==> src/rtl/mul_div_unit.sv <==
// mul_div_unit: iterative multiply/divide unit with architectural HI/LO.
//
// Ports:
//   clk      - clock, all state updates on the rising edge
//   rst      - synchronous active-high reset (aborts any operation)
//   i_start  - start an operation (sampled in IDLE only)
//   i_op     - 00 MULTU, 01 MULT, 10 DIVU, 11 DIV
//   i_op1    - rs operand (multiplicand / dividend)
//   i_op2    - rt operand (multiplier / divisor)
//   i_mthi   - write i_wdata to HI (IDLE/DONE only)
//   i_mtlo   - write i_wdata to LO (IDLE/DONE only)
//   i_wdata  - MTHI/MTLO data
//   o_busy   - high in CALC and FIX
//   o_done   - one-cycle pulse, HI/LO hold the new result
//   o_hi     - HI register
//   o_lo     - LO register
//   o_div0   - divide-by-zero flag with o_done (only with MDU_DIV0_EN)
//
// Optional feature macro: MDU_DIV0_EN. When defined, a divide by zero
// skips the iteration and goes straight to DONE with HI/LO untouched.
// Parameter constraint: 2**CNT_W must equal WIDTH.

module mul_div_unit #(
   parameter int WIDTH = 32,
   parameter int CNT_W = 5
) (
   input  logic             clk,
   input  logic             rst,
   input  logic             i_start,
   input  logic [1:0]       i_op,
   input  logic [WIDTH-1:0] i_op1,
   input  logic [WIDTH-1:0] i_op2,
   input  logic             i_mthi,
   input  logic             i_mtlo,
   input  logic [WIDTH-1:0] i_wdata,
   output logic             o_busy,
   output logic             o_done,
   output logic [WIDTH-1:0] o_hi,
   output logic [WIDTH-1:0] o_lo
`ifdef MDU_DIV0_EN
   ,
   output logic             o_div0
`endif
);

   typedef enum logic [1:0] {IDLE, CALC, FIX, DONE} state_t;

   state_t             state;
   logic [CNT_W-1:0]   cnt;
   logic               is_div;
   logic               sign_q;    // product / quotient sign
   logic               sign_r;    // remainder sign
   logic [WIDTH-1:0]   opb;       // multiplicand or divisor magnitude
   logic [2*WIDTH-1:0] acc;       // {upper, lower} working register

   // Operand magnitudes for start; only signed ops take absolute values.
   logic               neg1, neg2;
   logic [WIDTH-1:0]   mag1, mag2;

   // Per-iteration next values and sign-corrected results.
   logic [WIDTH:0]     msum;
   logic [WIDTH:0]     part;
   logic [WIDTH+1:0]   diff;
   logic [2*WIDTH-1:0] mul_next;
   logic [2*WIDTH-1:0] div_next;
   logic [2*WIDTH-1:0] prod_fix;
   logic [WIDTH-1:0]   quo_raw, rem_raw, quo_fix, rem_fix;

   always_comb begin
      neg1 = i_op[0] & i_op1[WIDTH-1];
      neg2 = i_op[0] & i_op2[WIDTH-1];
      mag1 = neg1 ? -i_op1 : i_op1;
      mag2 = neg2 ? -i_op2 : i_op2;

      // Shift-add: acc = {partial product, remaining multiplier bits}.
      msum     = {1'b0, acc[2*WIDTH-1:WIDTH]} + {1'b0, (acc[0] ? opb : '0)};
      mul_next = {msum, acc[WIDTH-1:1]};

      // Restoring divide: acc = {remainder, remaining dividend/quotient}.
      // The trial value is one bit wider than the remainder so divisors
      // up to 2**WIDTH-1 compare correctly.
      part = acc[2*WIDTH-1:WIDTH-1];
      diff = {1'b0, part} - {2'b00, opb};
      if (diff[WIDTH+1])
         div_next = {part[WIDTH-1:0], acc[WIDTH-2:0], 1'b0};
      else
         div_next = {diff[WIDTH-1:0], acc[WIDTH-2:0], 1'b1};

      prod_fix = sign_q ? -acc : acc;
      quo_raw  = acc[WIDTH-1:0];
      rem_raw  = acc[2*WIDTH-1:WIDTH];
      quo_fix  = sign_q ? -quo_raw : quo_raw;
      rem_fix  = sign_r ? -rem_raw : rem_raw;
   end

   always_ff @(posedge clk) begin
      if (rst) begin
         state  <= IDLE;
         cnt    <= '0;
         is_div <= 1'b0;
         sign_q <= 1'b0;
         sign_r <= 1'b0;
         opb    <= '0;
         acc    <= '0;
         o_busy <= 1'b0;
         o_done <= 1'b0;
         o_hi   <= '0;
         o_lo   <= '0;
`ifdef MDU_DIV0_EN
         o_div0 <= 1'b0;
`endif
      end else begin
         case (state)
            IDLE: begin
               if (i_start) begin
                  is_div <= i_op[1];
                  sign_q <= i_op[0] & (i_op1[WIDTH-1] ^ i_op2[WIDTH-1]);
                  sign_r <= neg1;
                  opb    <= i_op[1] ? mag2 : mag1;
                  acc    <= {{WIDTH{1'b0}}, (i_op[1] ? mag1 : mag2)};
                  cnt    <= '0;
`ifdef MDU_DIV0_EN
                  if (i_op[1] && i_op2 == '0) begin
                     state  <= DONE;
                     o_done <= 1'b1;
                     o_div0 <= 1'b1;
                  end else begin
                     state  <= CALC;
                     o_busy <= 1'b1;
                  end
`else
                  state  <= CALC;
                  o_busy <= 1'b1;
`endif
               end else begin
                  if (i_mthi) o_hi <= i_wdata;
                  if (i_mtlo) o_lo <= i_wdata;
               end
            end
            CALC: begin
               acc <= is_div ? div_next : mul_next;
               cnt <= cnt + 1'b1;
               if (cnt == '1) state <= FIX;
            end
            FIX: begin
               if (is_div) begin
                  o_hi <= rem_fix;
                  o_lo <= quo_fix;
               end else begin
                  o_hi <= prod_fix[2*WIDTH-1:WIDTH];
                  o_lo <= prod_fix[WIDTH-1:0];
               end
               o_busy <= 1'b0;
               o_done <= 1'b1;
               state  <= DONE;
            end
            DONE: begin
               o_done <= 1'b0;
`ifdef MDU_DIV0_EN
               o_div0 <= 1'b0;
`endif
               if (i_mthi) o_hi <= i_wdata;
               if (i_mtlo) o_lo <= i_wdata;
               state <= IDLE;
            end
            default: state <= IDLE;
         endcase
      end
   end

endmodule

==> config.mk <==
export PLATFORM = sky130hd
export DESIGN_NAME = mul_div_unit
export DESIGN_NICKNAME = d
export VERILOG_FILES = /design/src/rtl/mul_div_unit.sv
export SDC_FILE = /design/constraint.sdc
export NUM_CORES = 1
export LEC_CHECK = 0
export ABC_CLOCK_PERIOD_IN_PS = 7900
export CORE_ASPECT_RATIO = 1.5
export CORE_MARGIN = 2
export CORE_UTILIZATION = 25
export CTS_CLUSTER_SIZE = 30
export DETAILED_ROUTE_END_ITERATION = 10
export PLACE_DENSITY = 0.46
export SETUP_SLACK_MARGIN = 0.4
export SLEW_MARGIN = 10
export SYNTH_ARGS = -nofsm -noshare
export SYNTH_HDL_FRONTEND = slang
export SYNTH_SLANG_ARGS = --single-unit
==> constraint.sdc <==
create_clock -name clk -period 7.9 [get_ports clk]
set_clock_uncertainty 0.05 [all_clocks]
set_input_delay 1.58 -clock clk [delete_from_list [all_inputs] [get_ports clk]]
set_output_delay 1.58 -clock clk [all_outputs]
set_load 0.02 [all_outputs]
### After elaboration in Yosys (flattened, before gate mapping)

Index checks and enable logic that the tools add are counted.

| cells by class | value |
|---|---|
| $mul | 0 |
| add/subtract/negate cells | 8 |
| shift-type cells | 0 |
| divide/modulo/power cells | 0 |
| bitwise logic cells | 4 |
| order comparisons | 0 |
| equal/unequal tests | 7 |
| mux-type cells | 28 |
| reductions and logical operators | 10 |

Operator list:

| cell | count |
|---|---|
| 32-bit two-way mux | 13 |
| 64-bit two-way mux | 4 |
| 32-bit one-hot mux with 3 select lines | 2 |
| 32-bit negation | 4 |
| 64-bit one-hot mux with 2 select lines | 1 |
| 64-bit negation | 1 |
| 33-bit by 32-bit subtractor with 34-bit output | 1 |
| 32-bit by 32-bit adder with 33-bit output | 1 |
| 5-bit one-hot mux with 2 select lines | 1 |
| 2-bit AND reduction | 5 |
| 2-bit one-hot mux with 4 select lines | 1 |
| 2-bit != test, second input constant | 3 |
| 2-bit nonzero test | 3 |
| 5-bit by 1-bit adder with 5-bit output, second input constant | 1 |
| 5-bit == test, second input constant | 1 |
| 5-bit two-way mux | 1 |
| 2-bit == test, second input constant | 2 |
| 2-bit two-way mux | 2 |
| 1-bit one-hot mux with 2 select lines | 2 |
| 1-bit bitwise AND | 3 |
| 3-bit nonzero test | 1 |
| 2-bit by 1-bit == test with 1-bit output, second input constant | 1 |
| 2-bit zero test | 1 |
| 1-bit two-way mux | 1 |
| 1-bit XOR | 1 |

| storage, ports and cells | value |
|---|---|
| RAM bits | 0 |
| output and inout port bits | 66 |
| register bits | 172 |
| bits in latches | 0 |
| word-level logic and storage cells | 68 |
| memories | 0 |
| bits in read-only memories | 0 |
| input port bits | 103 |

### Logic depth before layout (Yosys ltp)

Gate-level depths: netlist of run 1.

| logic depth | value |
|---|---|
| word-level depth | 5 |
| mapped depth | 14 |
| depth with buffers taken out | 13 |

### Least setup slack after synthesis of run 1

No wires, ideal clock.

| timing | value |
|---|---|
| path kind | input to register |
| start | in i_op2[5] |
| end | reg acc[30] |
| required time | 7.780 ns |
| stages on the path | 9 |
| setup slack | 3.987 ns |
| library setup time | 0.070 ns |
| data arrival time | 3.792 ns |
| cell sequence | nor4_1 -> nand4b_1 -> o41ai_2 -> o21ai_0 -> xor2_1 -> a21oi_1 -> o21a_1 -> a211o_1 -> a21oi_1 |

| on the way | value |
|---|---|
| word-level cells in the longest chain between the ends | 5 |

RTL lines:

| element | line | RTL |
|---|---|---|
| start: declaration | 32 | `input logic [WIDTH-1:0] i_op2,` |
| 32-bit negation | 73 | `mag2 = neg2 ? -i_op2 : i_op2;` |
| 32-bit two-way mux | 73 |  |
| 32-bit two-way mux | 120 | `acc <= {{WIDTH{1'b0}}, (i_op[1] ? mag1 : mag2)};` |
| 64-bit two-way mux | 115 | `if (i_start) begin` |
| 64-bit one-hot mux with 2 select lines | 113 | `case (state)` |
| end signal: assignment | 120 |  |
| end signal: assignment | 141 | `acc <= is_div ? div_next : mul_next;` |
| end: declaration | 54 | `logic [2*WIDTH-1:0] acc;` |

Every way passes these cells. The select of a mux whose other input is x is not followed.
A chain may end at the register's enable or synchronous reset.

### Worst setup path in the final report of run 1

| timing | value |
|---|---|
| start | reg acc[0] |
| end | reg acc[61] |

| on the way | value |
|---|---|
| word-level cells in the longest chain between the ends | 4 |

RTL lines:

| element | line | RTL |
|---|---|---|
| 32-bit two-way mux | 76 | `msum = {1'b0, acc[2*WIDTH-1:WIDTH]} + {1'b0, (acc[0] ? opb : '0)};` |
| 32-bit by 32-bit adder with 33-bit output | 76 |  |
| 64-bit two-way mux | 141 |  |
| 64-bit one-hot mux with 2 select lines | 113 |  |

Every way passes these cells.

==> impl_metrics.yaml, run 1 <==
status:
  status: "completed"
power_and_ir_drop:
  peakVddDrop_v: 0.000171
  powerDensity_nw_per_um2: 309
  leakagePower_uw: 0.00656
setup_path:
  cp_num_buf_inv: 1
  rr_worst_depth: 13
  path_delay_family: "compound AO/OA/AOI/OAI gates"
  worst_setup_path_end_kind: "flip-flop"
  path_depth: 13
  cpPeakStageDelay_ns: 0.77
  path_cells: "and2_1, ha_1, inv_1, fa_1, nand2b_1, a2111oi_0, o21ai_0, a211oi_1, nor3b_1, o21a_1, o41ai_1, mux2_2, o21ai_1"
  crit_type: "reg2reg"
  crit_fanout: 8
  worstSetupStartpointType: "flip-flop"
  cp.arrival_ns: 5.24
  slowest_stage: "a2111oi_0"
  cp_data_required_time_ns: 8.26
timing:
  rsz0062_at_grt: "false"
  setup_violations: 0
  hold_violations: 0
  layout_min_cycle_time_ns: 4.88
  slew_headroom_pct: 22.6
  period_share_pct: 61.8
  finalMaxSlewViolations: 0
  tightest_slew_ns: 1.16
  finalWorstSetupSlack_ns: 3.02
  max_freq_mhz: 205
  finalSetupTns_ns: 0
cells_and_area:
  final_nets: 2268
  final_common_cell: "nor2_1"
  drive_gt1_share_pct: 5.09
  fin_cells: 2873
  finalInstanceArea_um2: 17600
  multiInputGateArea_um2: 10500
  fillCellCount: 6426
  final_cell_mix: "289 x nor2_1, 211 x a21oi_1, 171 x dfxtp_1"
  area_growth_pct: 20.3
  regArea_um2: 3440
clocking:
  clk_pin_slew_worst_paths_ns: 0.08
  insertion_delay_ns: 0.48
  cts-buffers-inserted: 17
  cts_tree: "yes"
  ctsHoldBuffers: 0
  cts_max_level: 4
  cts.sinks: 172
  cts_setup_buffers: 0
  clk_path_buf_depth: 2
  cts.repair.resized: 0
  cts_root_buffer: "clkbuf_16"
synth:
  avgSynthCellArea_um2: 7.26
  synth_largest_area_cell: "dfxtp_1"
  syn_area_um2: 14600
  ys_seq_area_share_pct: 23.5
  synth-seq-cells: 172
  synth_ff_type: "dfxtp_1"
  synth.distinct_cells: 79
  yosys_warnings: 0
  synthesis.nets: 2195
  synthArstFlopShare_pct: 0
  synth_edf_count: 0
  yosys-top-cells-area: "dfxtp_1 24%, nor2_1 7.4%, a21oi_1 7.3%"
  netlist_instances: 2016
  synth_top_area_share_pct: 23.5
placement:
  post-place-ws_ns: 2.79
  hpwl_mm: 49.3
  placed_cells: 2840
  dpl-instance-area_um2: 17000
  routabilityCongestion: 0.910
  io_buffers: 168
routing:
  vias: 15200
  drt-vias-per-instance: 5.30
  wl_mm: 63.0
  first_pass_iters: 8
  drcViolationCount: 0
  antenna_left: 0
  routedWlPerCell_um: 21.9
  initialDrtViolationCount: 1048
die:
  die_area_um2: 60500
  die_y_um: 300
  die_width_um: 202
  io_pins: 169
  row_count: 108
  start_util_pct: 25.3
  core_um2: 57800
grt:
  grt_max_degree: 103
  grt_pass1_vias: 15000
  antenna_found_initial: 1
  grtUsageTotal_pct: 20.6
  overflow: 0
  grt_pass1_wl_mm: 94.6
job:
  drv_cap: 0
hold_path:
  hold_depth: 2
  min_path_type: "reg2reg"
==> worst paths after layout <==
kind	endpoint	slack, ns	start
min reg2reg	opb[7]	0.40	opb[7]
max reg2reg	acc[61]	3.02	acc[0]
min	opb[7]	0.40	opb[7]
max	acc[61]	3.02	acc[0]
==> synth_stat cells, types with 4 or more instances <==
| cell | n |
|---|---|
| or4_1 | 13 |
| o21a_1 | 11 |
| a21boi_0 | 5 |
| a2111oi_0 | 7 |
| nand4_1 | 16 |
| nand2b_1 | 15 |
| inv_1 | 65 |
| xnor2_1 | 92 |
| a31oi_1 | 22 |
| xor2_1 | 80 |
| o21ai_0 | 109 |
| nand2_1 | 170 |
| dfxtp_1 | 172 |
| o21bai_1 | 14 |
| a22o_1 | 10 |
| nor2b_1 | 10 |
| mux2i_1 | 30 |
| ha_1 | 74 |
| a311oi_1 | 5 |
| buf_1 | 10 |
| and2_1 | 15 |
| mux2_2 | 28 |
| a211o_1 | 5 |
| o221ai_1 | 4 |
| a21oi_1 | 212 |
| a211oi_1 | 116 |
| o31ai_1 | 25 |
| a22oi_1 | 12 |
| a32o_1 | 8 |
| nor2_1 | 290 |
| o41ai_1 | 10 |
| nand3b_1 | 4 |
| or3_1 | 15 |
| clkbuf_1 | 120 |
| nand3_1 | 25 |
| o211ai_1 | 27 |
| and3_1 | 7 |
| nor3_1 | 60 |
| nor4_1 | 11 |
| a21o_1 | 29 |
==> metrics by stage <==
stage                     util (%)  hold WS, ns  power (uW)
after CTS                     30.4        0.406        5470
final                         30.4        0.405        5450
after global placement        29.3        0.393        4490
after detailed placement      29.3        0.395        4510
after global routing          30.4        0.431        5810
after floorplan                  -        0.382        3370
==> cell type report <==
type / count / area share (%)
antenna: 1 / 0.0142
clock buffer: 18 / 2.49
clock inverter: 14 / 1.22
inverter: 67 / 1.43
multi-input combinational: 1643 / 59.4
sequential: 172 / 19.6
tap: 770 / 5.47
timing repair buffer: 188 / 10.4
==> per-layer routing <==
metal  up-vias  routed length, um  track usage, %
met5         -                  0               0
met4         0               3170            10.3
met3       112               2390            2.20
met2       451              32700            38.4
met1      7210              24800            23.1
li1       7454                  -               -
==> power breakdown <==
part / switching, uW / internal [uW] / total [uW]
clock network: 459 / 501 / 959
logic: 1900 / 1140 / 3040
registers: 330 / 1120 / 1450
total: 2690 / 2760 / 5450
==> kinds of logic (layout without fill, tap and decap cells) <==
family | count (synthesis) | in the layout | synth area share (%)
mux | 58 | 58 | 4.21
buf+inv | 201 | 287 | 5.31
xor+xnor | 172 | 172 | 10.3
flops | 172 | 172 | 23.5
simple gates | 675 | 675 | 20.9
other cells | 0 | 1 | 0
fa+ha+maj | 76 | 76 | 6.60
compound gates | 662 | 662 | 29.1
==> sequential cells by signal, summed over array words and instances, names as in the netlist <==
name,count
cnt,5
sign_q,1
o_lo,32
is_div,1
state,2
o_done,1
acc,64
sign_r,1
o_hi,32
opb,32
o_busy,1
==> worst min-delay path, cell delays in order (launching register included) <==
cell and delay, ns:
dfxtp_1 0.31, nand2_1 0.05, a21oi_1 0.05
Note: power is estimated with default switching activity, not from simulation.
==> run 2, diff against run 1 <==
--- a/config.mk
+++ b/config.mk
@@ -5,7 +5,7 @@
 export SDC_FILE = /design/constraint.sdc
 export NUM_CORES = 1
 export LEC_CHECK = 0
-export ABC_CLOCK_PERIOD_IN_PS = 7900
+export ABC_CLOCK_PERIOD_IN_PS = 4560
 export CORE_ASPECT_RATIO = 1.5
 export CORE_MARGIN = 2
 export CORE_UTILIZATION = 25
==> constraint.sdc (replaced) <==
create_clock -name clk -period 4.56 [get_ports clk]
set_clock_uncertainty 0.05 [all_clocks]
set_input_delay 0.912 -clock clk [delete_from_list [all_inputs] [get_ports clk]]
set_output_delay 0.912 -clock clk [all_outputs]
set_load 0.02 [all_outputs]
==> run 2 against run 1 <==
  * Wire length fell by 1.6%
  * Critical endpoint unchanged
  * Highest routed layer unchanged
  * Total power rose by 72%
  * Via count rose by 0.41%
  * Critical path type unchanged
==> impl_metrics.yaml, run 2 (synthesis gave the netlist of run 1 again) <==
cells_and_area:
  final_common_cell: "nor2_1"
  n_antenna_cell: 0
  area_growth_pct: 21.5
  final_cell_mix: "289 x nor2_1, 211 x a21oi_1, 171 x dfxtp_1"
  regMostFlops: "acc"
  finalInstanceArea_um2: 17800
  fillCellCount: 6375
  final_nets: 2296
  drive_gt1_share_pct: 6.38
  largest_reg_flops: 64
  final_util_pct: 30.7
power_and_ir_drop:
  p_total_uw: 9380
  powerDensity_nw_per_um2: 528
  peakVddDrop_v: 0.000331
  leakagePower_uw: 0.00668
grt:
  antenna_found_initial: 0
  grt_pass1_wl_mm: 93.5
  grt_pass1_vias: 15200
  grtUsageTotal_pct: 20.2
  grt_max_degree: 80
  overflow: 0
timing:
  setup_violations: 0
  hold_violations: 0
  layout_min_cycle_time_ns: 3.82
  period_share_pct: 83.7
  slew_headroom_pct: 38.4
  max_freq_mhz: 262
  tightest_slew_ns: 0.917
  rsz0062_at_grt: "false"
  finalSetupTns_ns: 0
  finalMaxSlewViolations: 0
  holdWs_ns: 0.406
clocking:
  cts_max_level: 4
  clk_path_buf_depth: 2
  cts_setup_buffers: 0
  clk_pin_slew_worst_paths_ns: 0.09
  cts-buffers-inserted: 17
  cts_tree: "yes"
  cts.sinks: 172
  insertion_delay_ns: 0.47
  cts_root_buffer: "clkbuf_16"
routing:
  drcViolationCount: 0
  first_pass_iters: 6
  routedWlPerCell_um: 21.4
  initialDrtViolationCount: 963
  drt-vias-per-instance: 5.27
  vias: 15300
  antenna_left: 0
  wl_mm: 62.1
job:
  drv_cap: 0
placement:
  hpwl_mm: 49.2
  routabilityCongestion: 0.944
  io_buffers: 168
  dpl-instance-area_um2: 17200
die:
  row_count: 108
  die_y_um: 300
  die_area_um2: 60500
  io_pins: 169
  core_um2: 57800
  die_width_um: 202
  start_util_pct: 25.3
setup_path:
  rr_endpoint: "acc[61]"
  crit_type: "reg2reg"
  cp_data_required_time_ns: 4.87
  r2r_start: "acc[39]"
  worstSetupStartpointType: "flip-flop"
  rrSetupSlack_ns: 0.74
  rr_worst_depth: 11
  crit_fanout: 18
  worst_setup_path_end_kind: "flip-flop"
  cp.arrival_ns: 4.13
hold_path:
  hold_depth: 2
  holdPathEnd: "opb[13]"
  hold_path_startpoint: "opb[13]"
  min_path_type: "reg2reg"
status:
  status: "completed"
==> run 2: cell types whose count changed in the layout (fill, tap and decap cells not counted), sizes merged <==
cell,delta
buf,+28
clkinv,+4
bufinv,-2
clkbuf,-1
diode,-1
inv,-1
==> run 2: area by class of cell <==
class / count / area [um2] / area share (%)
Clock inverter: 15 / 191 / 1.08
Inverter: 67 / 251 / 1.41
Tap cell: 770 / 963 / 5.42
Timing Repair Buffer: 216 / 2030 / 11.4
Sequential cell: 172 / 3440 / 19.4
Clock buffer: 17 / 425 / 2.39
Multi-Input combinational cell: 1643 / 10500 / 58.9
==> run 2: timing repair <==
item                       in CTS  in global routing
hold buffers                    0                  0
resized for setup               0                  2
setup endpoints to repair       0                  1
==> run 2: report_power, final <==
group          internal (uW)  switching (uW)
combinational           2020            3360
clock                    748             803
sequential              1940             517
==> run 2: metrics by stage <==
step | cells | worst slack [ns]
2_1_floorplan | 2016 | 1.15
3_3_place_gp | 2868 | 0.614
3_5_place_dp | 2868 | 0.543
4_1_cts | 2900 | 0.537
5_1_grt | 2900 | 0.460
6_report | 2900 | 0.743
==> run 2: critical path, cell delays in order (launching register included) <==
cell       delay [ns]
dfxtp_1          0.45
ha_1             0.47
and4_1           0.30
nand2_1          0.07
a2bb2oi_1        0.17
o31a_1           0.43
o31ai_1          0.51
a21o_1           0.19
buf_4            0.29
mux2_2           0.38
o21ai_0          0.31
o21ai_1          0.09
==> run 2: worst max path at each step <==
stage                         from  endpoint  cells after the start
final                      acc[39]   acc[61]                     11
after global routing        acc[0]   acc[60]                     12
after global placement    i_op2[3]   acc[22]                     12
after detailed placement    acc[0]   acc[61]                     14
after CTS                   acc[0]   acc[61]                     14
after floorplan             acc[0]   acc[61]                     13
==> run 2: per-layer routing <==
layer  global-route usage [%]  vias to the layer above  share of wire (%)
li1                         -                     7493                  -
met1                     22.2                     7225                 39
met2                     38.0                      453                 52
met3                     2.59                      119                4.1
met4                     10.2                        0                4.9
met5                        0                        -                  0
